[src/rtl/toy_bus_age_arb_lock.sv]
// N-input least-recently-granted request arbiter for toy_bus target ports, with
// multi-beat packet locking, grant hold under backpressure and an optional output slice.
module toy_bus_age_arb_lock #(
    parameter int NUM_IN  = 4,
    parameter int PLD_W   = 77,
    parameter int OUT_REG = 0
) (
    input  logic                      clk,
    input  logic                      rst,
    input  logic [NUM_IN-1:0]         in_vld,
    output logic [NUM_IN-1:0]         in_rdy,
    input  logic [NUM_IN-1:0]         in_last,
    input  logic [NUM_IN*PLD_W-1:0]   in_pld,
    output logic                      out_vld,
    input  logic                      out_rdy,
    output logic                      out_last,
    output logic [PLD_W-1:0]          out_pld,
    output logic [$clog2(NUM_IN)-1:0] out_idx,
    output logic                      lock_active
);
    localparam int IDX_W = $clog2(NUM_IN);
    localparam logic [NUM_IN-1:0] ONE = {{(NUM_IN-1){1'b0}}, 1'b1};

    // r_age[i][j] = 1 means input j is older than input i
    logic [NUM_IN-1:0] r_age [NUM_IN];
    logic              r_lock_active;
    logic [IDX_W-1:0]  r_lock_idx;
    logic              r_hold_vld;
    logic [IDX_W-1:0]  r_hold_idx;

    logic [NUM_IN-1:0] w_elig;
    logic [NUM_IN-1:0] w_sel;
    logic [NUM_IN-1:0] w_gnt;
    logic [NUM_IN-1:0] w_act;
    logic              w_gnt_vld;
    logic              w_take;
    logic              w_hs;
    logic              w_last;
    logic [IDX_W-1:0]  w_gidx;
    logic [PLD_W-1:0]  w_pld;

    // Arbitration: lock narrows eligibility, a pending beat overrides the age pick
    always_comb begin
        w_elig = in_vld;
        if (r_lock_active) begin
            w_elig = in_vld & (ONE << r_lock_idx);
        end
        for (int i = 0; i < NUM_IN; i++) begin
            w_sel[i] = w_elig[i] & ~|(r_age[i] & w_elig & ~(ONE << i));
        end
        w_gnt     = r_hold_vld ? (ONE << r_hold_idx) : w_sel;
        w_act     = w_gnt & in_vld;
        w_gnt_vld = |w_act;
        w_gidx    = '0;
        w_last    = 1'b0;
        w_pld     = '0;
        for (int i = 0; i < NUM_IN; i++) begin
            if (w_act[i]) begin
                w_gidx = w_gidx | IDX_W'(i);
                w_last = w_last | in_last[i];
                w_pld  = w_pld | in_pld[i*PLD_W +: PLD_W];
            end
        end
    end

    assign w_hs        = w_gnt_vld & w_take;
    assign in_rdy      = w_gnt & {NUM_IN{w_take}};
    assign lock_active = r_lock_active;

    always_ff @(posedge clk) begin
        if (rst) begin
            for (int i = 0; i < NUM_IN; i++) begin
                for (int j = 0; j < NUM_IN; j++) begin
                    r_age[i][j] <= (j < i);
                end
            end
            r_lock_active <= 1'b0;
            r_lock_idx    <= '0;
            r_hold_vld    <= 1'b0;
            r_hold_idx    <= '0;
        end else begin
            r_hold_vld <= w_gnt_vld & ~w_take;
            r_hold_idx <= w_gidx;
            if (w_hs) begin
                r_lock_active <= ~w_last;
                r_lock_idx    <= w_gidx;
                // Only the closing beat of a packet makes the winner youngest
                if (w_last) begin
                    for (int i = 0; i < NUM_IN; i++) begin
                        for (int j = 0; j < NUM_IN; j++) begin
                            if (w_act[i] && (i != j)) begin
                                r_age[i][j] <= 1'b1;
                                r_age[j][i] <= 1'b0;
                            end
                        end
                    end
                end
            end
        end
    end

    generate
        if (OUT_REG == 0) begin : g_comb
            assign w_take   = out_rdy;
            assign out_vld  = w_gnt_vld;
            assign out_last = w_last;
            assign out_pld  = w_pld;
            assign out_idx  = w_gidx;
        end else begin : g_reg
            logic             r_out_vld;
            logic             r_out_last;
            logic [PLD_W-1:0] r_out_pld;
            logic [IDX_W-1:0] r_out_idx;

            // Slice accepts a new beat whenever it is empty or draining this cycle
            assign w_take = ~r_out_vld | out_rdy;

            always_ff @(posedge clk) begin
                if (rst) begin
                    r_out_vld  <= 1'b0;
                    r_out_last <= 1'b0;
                    r_out_pld  <= '0;
                    r_out_idx  <= '0;
                end else if (w_hs) begin
                    r_out_vld  <= 1'b1;
                    r_out_last <= w_last;
                    r_out_pld  <= w_pld;
                    r_out_idx  <= w_gidx;
                end else if (out_rdy) begin
                    r_out_vld  <= 1'b0;
                    r_out_last <= 1'b0;
                    r_out_pld  <= '0;
                    r_out_idx  <= '0;
                end
            end

            assign out_vld  = r_out_vld;
            assign out_last = r_out_last;
            assign out_pld  = r_out_pld;
            assign out_idx  = r_out_idx;
        end
    endgenerate

endmodule

[config.mk]
export PLATFORM = sky130hd
export DESIGN_NAME = toy_bus_age_arb_lock
export DESIGN_NICKNAME = d
export VERILOG_FILES = /design/src/rtl/toy_bus_age_arb_lock.sv
export SDC_FILE = /design/constraint.sdc
export NUM_CORES = 1
export LEC_CHECK = 0
export CELL_PAD_IN_SITES_DETAIL_PLACEMENT = 0
export CELL_PAD_IN_SITES_GLOBAL_PLACEMENT = 2
export CORE_UTILIZATION = 10
export DETAILED_ROUTE_END_ITERATION = 8
export PLACE_DENSITY_LB_ADDON = 0.1
export SLEW_MARGIN = 20
export SYNTH_ARGS = -nofsm -noshare
export SYNTH_HDL_FRONTEND = slang
export SYNTH_SLANG_ARGS = --single-unit
[constraint.sdc]
create_clock -name clk -period 3.4 [get_ports clk]
set_clock_uncertainty 0.05 [all_clocks]
set_input_delay 0.68 -clock clk [delete_from_list [all_inputs] [get_ports clk]]
set_output_delay 0.68 -clock clk [all_outputs]
set_load 0.02 [all_outputs]
After elaboration in Yosys (flattened, before gate mapping)
Memories as Yosys holds them, arrays and structs flattened. Index checks and enable logic that the tools add are counted.

Output and inout bits: 86. ROM bits: 0. Latch bits: 0. Flip-flop bits (word level): 6. Memories kept: 1. Input port bits: 319. Bits in writable memories: 16. Word-level logic and storage cells: 120.

Memories: r_age (depth 4, width 4, rd ports 4, clocked after Yosys merged registers in 0, write ports 4, RTL line 25) `logic [NUM_IN-1:0] r_age [NUM_IN];`.

Divide/modulo/power cells: 0. Reductions and logical operators: 9. Add/subtract/negate cells: 0. Shifts and indexed selects: 2. Muxes and demuxes: 59. Bitwise gates (word level): 45. Eq/ne operators: 0. $lt $le $gt $ge: 0. Multiply operators: 0.

Operators by type and width (number): 2-to-1 mux 77 bit (4); bitwise OR 77 bit (3); 2-to-1 mux 1 bit (51); bitwise OR 1 bit (27); AND 4 bit (6); OR reduction 3 bit (4); 2-to-1 mux 4 bit (2); left shift 1 x 2 -> 4 bit, first input constant (2); AND 1 bit (6); zero test 1 bit (4); 2-to-1 mux 2 bit (2); OR reduction 4 bit (1); AND 3 bit (1); NOT 1 bit (2).

Depth between registers and ports, before layout
Gate-level depths: netlist (run 1).

Word-level depth: 22. Gate-level depth with buffers: 9. Gate-level depth less buffers: 6.

Worst setup path before layout (run 1)
Ideal clock, no wire load.

Path type: input-to-output. From: input port in_vld[3]. To: output port out_pld[59]. Required time: 2.670 ns. Cell stages on the path: 8. Path buffers: 3. Arrival time: 2.321 ns. Setup slack: 0.349 ns. Cells stage by stage: and2_1 -> a32o_1 -> o41ai_2 -> buf_2 -> buf_2 -> clkbuf_1 -> a22oi_1 -> nand2_1.

Cells in the longest elaborated chain, start to end: 15. Elaborated cells between the ends (all ways): 24.

RTL lines: from (decl) (RTL line 10) `input logic [NUM_IN-1:0] in_vld,`; AND 4 bit (RTL line 46) `w_elig = in_vld & (ONE << r_lock_idx);`; 2-to-1 mux 4 bit (RTL line 45) `if (r_lock_active) begin`; AND 4 bit (RTL line 49) `w_sel[i] = w_elig[i] & ~|(r_age[i] & w_elig & ~(ONE << i));`; OR reduction 3 bit (RTL line 49); zero test 1 bit (RTL line 49); AND 1 bit (RTL line 49); 2-to-1 mux 4 bit (RTL line 51) `w_gnt = r_hold_vld ? (ONE << r_hold_idx) : w_sel;`; AND 4 bit (*) (RTL line 52) `w_act = w_gnt & in_vld;`; 2-to-1 mux 77 bit (RTL line 58) `if (w_act[i]) begin`; bitwise OR 77 bit (RTL line 61) `w_pld = w_pld | in_pld[i*PLD_W +: PLD_W];`; 2-to-1 mux 77 bit (RTL line 58); bitwise OR 77 bit (RTL line 61); 2-to-1 mux 77 bit (RTL line 58); bitwise OR 77 bit (RTL line 61); 2-to-1 mux 77 bit (*) (RTL line 58); to (decl) (RTL line 17) `output logic [PLD_W-1:0] out_pld,`.

Every way passes the cells marked *; elsewhere a longest branch is shown, timed or not.

Final worst setup path (run 1)
From: input port in_vld[0]. To: output port out_pld[26].

Cells in the longest elaborated chain, start to end: 13. Elaborated cells between the ends (all ways): 24.

RTL lines (RTL line): AND 4 bit (46); 2-to-1 mux 4 bit (45); AND 4 bit (49); OR reduction 3 bit (49); zero test 1 bit (49); AND 1 bit (49); 2-to-1 mux 4 bit (51); AND 4 bit (*) (52); 2-to-1 mux 77 bit (58); bitwise OR 77 bit (61); 2-to-1 mux 77 bit (58); bitwise OR 77 bit (61); 2-to-1 mux 77 bit (*) (58).

Marked as above.

==> results.json, run 1 <==
{
  "power_w": 0.00232,
  "fill_cells": 2767,
  "use_met3_pct": 3.35,
  "critPathRequiredTime_ns": 2.67,
  "path_class": "primary input to output port",
  "hold_path_class": "register to register",
  "critPathMaxFanout": 7,
  "max_freq_mhz": 303,
  "worstMarginPinSlew_ns": 0.631,
  "r2r_slack_ns": 0.58,
  "grt_max_degree": 19,
  "place_area_sq_um": 7510,
  "clk_path_buf_depth": 2,
  "fin_crit_ns": 3.30,
  "start_util_pct": 10.3,
  "slowest_stage": "o41ai_4",
  "path_delay_family": "buffers and inverters",
  "drt-pass1-iter-count": 4,
  "drt_iter0_markers": 187,
  "seq_area_frac_synth_pct": 13.8,
  "rsz0062_at_grt": "no",
  "final_util_pct": 30.3,
  "final_antenna_net_count": 0,
  "power_density_nw_per_um2": 302,
  "grt_use_met1_pct": 19.3,
  "place_congestion": 0.883,
  "r2r-end": "r_age[1][0]",
  "setup_viol": 0,
  "wire_per_inst_um": 21.3,
  "core_area_sq_um": 25400,
  "drcViolationCount": 0,
  "fin_setup_tns_ns": 0,
  "max-vdd-ir-drop_v": 0.000174,
  "critPathLaunchType": "primary input",
  "async_flop_share_pct": 0,
  "seqCellArea_sq_um": 360,
  "syn2layout_area_growth_pct": 194,
  "nets": 1142,
  "synth_area_sq_um": 2610,
  "worstPathArrival_ns": 2.57,
  "relSlewSlack_pct": 57.7,
  "endpoint_kind": "output port",
  "ys_ff_latch": 18,
  "drv_cap": 0,
  "status": "finished clean",
  "die_w_um": 164,
  "grt_pass1_wl_um": 33500,
  "final_cell_mix": "319 x clkdlybuf4s50_1, 156 x a22oi_1, 92 x nand2_1",
  "cp.depth": 9,
  "worstPathCellList": "dlygate4sd2_1, and3_1, o41ai_4, buf_6, buf_16, buf_4, a22oi_1, nand2_1, clkdlybuf4s15_2",
  "hold_viol_final": 0,
  "rr_worst_depth": 9,
  "numCtsBuffers": 3,
  "antenna_found_initial": 1,
  "clock-root-buffer": "clkbuf_16",
  "hpwl_um": 20000,
  "setup.worst_path.end": "out_pld[26]",
  "slowest_delay_ns": 0.36,
  "syn_avg_cell_area_sq_um": 6.80,
  "crit_start": "in_vld[0]",
  "via_per_inst": 4.28,
  "use_met2_pct": 33.2,
  "p_leak_nw": 3.20,
  "synth_cell_types": 38,
  "cts.sinks": 18,
  "vias": 4938,
  "grt-ovfl-total": 0,
  "rr_startpoint": "r_lock_idx[0]",
  "cts_htree_levels": 1,
  "top_usage_layer": "met2",
  "synth_cells": 384,
  "synth-edff-count": 0,
  "post-route-period-util_pct": 97.0,
  "num_rows": 58,
  "insertion_delay_ns": 0.26,
  "grtUsageTotal_pct": 17.2,
  "fin_area_sq_um": 7680,
  "clk_pin_slew_worst_paths_ns": 0.05,
  "final_layout_size_suffix_gt1_share_pct": 20.2,
  "synth-warning-count": 0,
  "final_common_cell": "clkdlybuf4s50_1",
  "top_level_ports": 405,
  "chipHeight_um": 164,
  "syn-num-nets": 703,
  "cts_tree": "yes",
  "ctsHoldBuffers": 0,
  "grt_pass1_vias": 5248,
  "floorplan.die_area_sq_um": 26800,
  "portBuffers": 404,
  "synth_top_flop_cell": "dfxtp_1",
  "multiInputGateArea_sq_um": 2130,
  "cp_num_buf_inv": 5,
  "routed_wl_um": 24500,
  "slew_violations": 0
}
## area by class of cell
cell class / instances / share of cell area (%)
clock buffer: 4 / 1.16
multi-input combinational: 321 / 27.7
antenna: 1 / 0.0326
sequential: 18 / 4.69
tap: 330 / 5.37
inverter: 7 / 0.342
timing repair buffer: 472 / 60.7
## layer usage
metal  vias to the layer above  share of wire, %
met5                         -                 0
met4                         0               1.3
met3                        14               6.3
met2                       205                55
met1                      2323                38
li1                       2396                 -
## how the worst min path moves through the flow
stage / startpoint / end / slack [ns] / cells past startpoint
after floorplan: r_age[1][0] / r_age[1][0] / 0.38 / 1
after global placement: r_age[0][3] / r_age[0][3] / 0.41 / 2
after detailed placement: r_age[2][0] / r_age[2][0] / 0.41 / 1
after CTS: r_age[2][0] / r_age[2][0] / 0.42 / 1
after global routing: r_age[2][0] / r_age[2][0] / 0.43 / 1
final: r_age[3][1] / r_age[3][1] / 0.42 / 1
## report_power, final
group | switching, W | internal (W) | leakage [nW]
Sequential | 0.0000170 | 0.000228 | 0.147
Combinational | 0.000876 | 0.000934 | 3.01
Clock | 0.0000885 | 0.000179 | 0.0442
Total | 0.000982 | 0.00134 | 3.20
## sequential cells by signal (all words and copies together), names as in the netlist
name,cells
r_age,12
r_hold_idx,2
lock_active,1
r_lock_idx,2
r_hold_vld,1
## synth_stat cells (3+ instances only)
cell | instances | share of area [%]
a211oi_1 | 5 | 1.4
clkbuf_1 | 22 | 3.2
buf_2 | 10 | 1.9
a211o_1 | 6 | 2.0
nor2_1 | 3 | 0.43
nand2_1 | 92 | 13
a21oi_1 | 10 | 1.9
a22oi_1 | 156 | 45
dfxtp_1 | 18 | 14
and2_1 | 4 | 0.96
o211ai_1 | 3 | 0.86
and3_1 | 3 | 0.72
buf_1 | 6 | 0.86
o21a_1 | 3 | 0.86
inv_1 | 7 | 1.0
## repair_timing
item                       in CTS  in global routing
gates cloned                    4                  0
pin swaps                       4                  0
setup endpoints to repair      81                  5
gates resized for setup       279                  5
setup buffers                  10                  1
## through the flow
| stage | hold WS (ns) | setup slack, ns | std cells |
|---|---|---|---|
| after global placement | 0.412 | -0.470 | 1133 |
| after detailed placement | 0.407 | -0.503 | 1133 |
| after CTS | 0.420 | 0.0211 | 1151 |
| final | 0.419 | 0.100 | 1153 |
| after floorplan | 0.377 | 0.349 | 384 |
| after global routing | 0.427 | 0.0125 | 1152 |
## worst reg2reg max path: cells and delay by family, from the launching register on
family | cells | cell delay (ns)
buffers and inverters | 3 | 0.64
flip-flops | 1 | 0.43
AO/OA/AOI/OAI | 5 | 1.42
AND/OR/NAND/NOR | 1 | 0.20
## cell families (layout without fill, tap and decap cells)
family	count (synthesis)	count (layout)	share of synthesized area, %
compound gates	202	202	59.5
simple gates	119	119	19.7
buf+inv	45	483	6.95
flops	18	18	13.8
other cells	0	1	0
No activity file was read; power rests on OpenSTA's default activity.
==> run 2, diff against run 1 <==
ABC_CLOCK_PERIOD_IN_PS = 3400   (was unset)
GPL_TIMING_DRIVEN = 1   (was unset)
==> results of run 2 <==
No change in the layout: final DEF, timing and power equal those of run 1.
==> run 3, diff against run 2 <==
CORE_ASPECT_RATIO = 0.5   (was unset)
==> run 3 against run 2 <==
Compared with the run above:
- clock power down 5%
- combinational power fell by 4%
- count of clock-buffer cells in the layout unchanged
- setup slack better by 0.0057 ns
- global-route usage shrank 0.98 points
- die area is 0.15% higher
- flip-flop and latch count is the same
- register-to-register slack gained 0.17 ns
==> results.json, run 3 (synthesized netlist as in run 1, its figures left out) <==
{
  "relSlewSlack_pct": 62.2,
  "post-route-period-util_pct": 96.9,
  "insertion_delay_ns": 0.25,
  "die_w_um": 230,
  "final_cell_mix": "319 x clkdlybuf4s50_1, 155 x a22oi_1, 92 x nand2_1",
  "via_per_inst": 4.13,
  "max-vdd-ir-drop_v": 0.000126,
  "fill_cells": 2720,
  "start_util_pct": 10.3,
  "hold_viol_final": 0,
  "chipHeight_um": 116,
  "core_area_sq_um": 25400,
  "grt_pass1_vias": 4903,
  "worstMarginPinSlew_ns": 0.565,
  "dp_slack_ns": -0.512,
  "slowest_delay_ns": 0.36,
  "cts_htree_levels": 1,
  "regMostFlops": "r_age",
  "hold_path_class": "register to register",
  "path_class": "primary input to output port",
  "layoutNonFillerInstCount": 1153,
  "rr_worst_depth": 10,
  "grt-ovfl-total": 0,
  "final_util_pct": 30.3,
  "top_level_ports": 405,
  "grt_pass1_wl_um": 32400,
  "status": "finished clean",
  "grtUsageTotal_pct": 16.2,
  "p_leak_nw": 3.10,
  "place_congestion": 0.881,
  "wire_per_inst_um": 20.1,
  "worst_slack_ns": 0.106,
  "clk_pin_slew_worst_paths_ns": 0.05,
  "path_delay_family": "buffers and inverters",
  "antenna_cells": 0,
  "drv_cap": 0,
  "cp.depth": 9,
  "max_freq_mhz": 304,
  "drt-pass1-iter-count": 4,
  "clk_path_buf_depth": 2,
  "fin_crit_ns": 3.29,
  "endpoint_kind": "output port",
  "final_layout_size_suffix_gt1_share_pct": 17.2,
  "critPathMaxFanout": 7,
  "rsz0062_at_grt": "no",
  "fin_area_sq_um": 7690,
  "worstPathCellList": "dlygate4sd2_1, and3_1, o41ai_4, buf_6, buf_16, bufbuf_16, a22oi_1, nand2_1, clkdlybuf4s15_2",
  "nets": 1129,
  "cts.sinks": 18,
  "vias": 4761,
  "grt_max_degree": 43,
  "reg.largest.list": "r_age (12), r_hold_idx (2), r_lock_idx (2)",
  "setup.worst_path.end": "out_pld[6]",
  "crit_start": "in_vld[0]",
  "r2r_slack_ns": 0.75,
  "routed_wl_um": 23200,
  "slowest_stage": "o41ai_4",
  "cts_tree": "yes",
  "critPathRequiredTime_ns": 2.67,
  "slew_violations": 0,
  "syn2layout_area_growth_pct": 195,
  "drt_iter0_markers": 244,
  "antenna_found_initial": 1,
  "num_rows": 41,
  "worstPathArrival_ns": 2.56,
  "fin_setup_tns_ns": 0,
  "cp_num_buf_inv": 5,
  "portBuffers": 404,
  "hpwl_um": 19300,
  "power_density_nw_per_um2": 290,
  "drcViolationCount": 0,
  "numCtsBuffers": 3,
  "largest_register_ff_count": 12,
  "final_antenna_net_count": 0,
  "r2r-end": "r_age[3][1]",
  "clock-root-buffer": "clkbuf_16",
  "place_area_sq_um": 7480,
  "rr_startpoint": "r_lock_idx[0]",
  "critPathLaunchType": "primary input",
  "final_common_cell": "clkdlybuf4s50_1",
  "floorplan.die_area_sq_um": 26800,
  "dp_cells": 1142,
  "ctsHoldBuffers": 0,
  "setup_viol": 0
}
## run 3: where the power goes
group / internal (W) / total (W) / switching (W)
Combinational: 0.000898 / 0.00173 / 0.000828
Sequential: 0.000229 / 0.000246 / 0.0000176
Clock: 0.000179 / 0.000255 / 0.0000762
## run 3: worst min-delay path by stage
stage | startpoint | endpoint | slack (ns) | cells past startpoint
4_1_cts | r_age[2][1] | r_age[2][1] | 0.43 | 1
6_report | r_age[0][2] | r_age[0][2] | 0.42 | 2
5_1_grt | r_age[1][2] | r_age[1][2] | 0.44 | 2
3_3_place_gp | r_age[2][1] | r_age[2][1] | 0.40 | 1
2_1_floorplan | r_age[1][0] | r_age[1][0] | 0.38 | 1
3_5_place_dp | r_age[2][1] | r_age[2][1] | 0.41 | 1
## run 3: area by class of cell
cell class	count	area (sq um)	area share, %
multi-input combinational	321	2120	27.6
clock buffer	4	88.8	1.15
timing repair buffer	459	4670	60.7
tap	344	430	5.59
inverter	7	26.3	0.341
sequential	18	362	4.70
## run 3: what timing repair did
item	4_1_cts	5_1_grt
gates cloned	3	0
resized for setup	241	1
pin swaps	4	1
endpoints found under the hold margin	0	0
buffers inserted	4	0
endpoints found under the setup margin	80	3
## run 3: worst reg2reg max path, stage by stage (launching register included)
cell and delay [ns]:
dfxtp_1 0.42, nand2b_1 0.16, a211o_1 0.36, o41ai_4 0.30
buf_6 0.17, buf_12 0.13, buf_12 0.17, a22oi_2 0.11
buf_4 0.17, a21o_1 0.21, a211o_1 0.29
## run 3: through the flow
| stage | power [W] | hold WS [ns] |
|---|---|---|
| finish | 0.00223 | 0.421 |
| global route | 0.00237 | 0.444 |
| CTS | 0.00226 | 0.427 |
| detailed placement | 0.00203 | 0.414 |
| global placement | 0.00204 | 0.401 |
| floorplan | 0.000951 | 0.377 |
## run 3: per-layer routing
metal / part of all wire, % / wire length [um] / vias up / GRT usage [%]
met5: 0 / 0 / - / 0
met4: 0.62 / 143 / 0 / 1.77
met3: 4.5 / 1050 / 9 / 2.44
met2: 54 / 12500 / 120 / 31.3
met1: 41 / 9480 / 2262 / 19.7
li1: - / - / 2370 / -
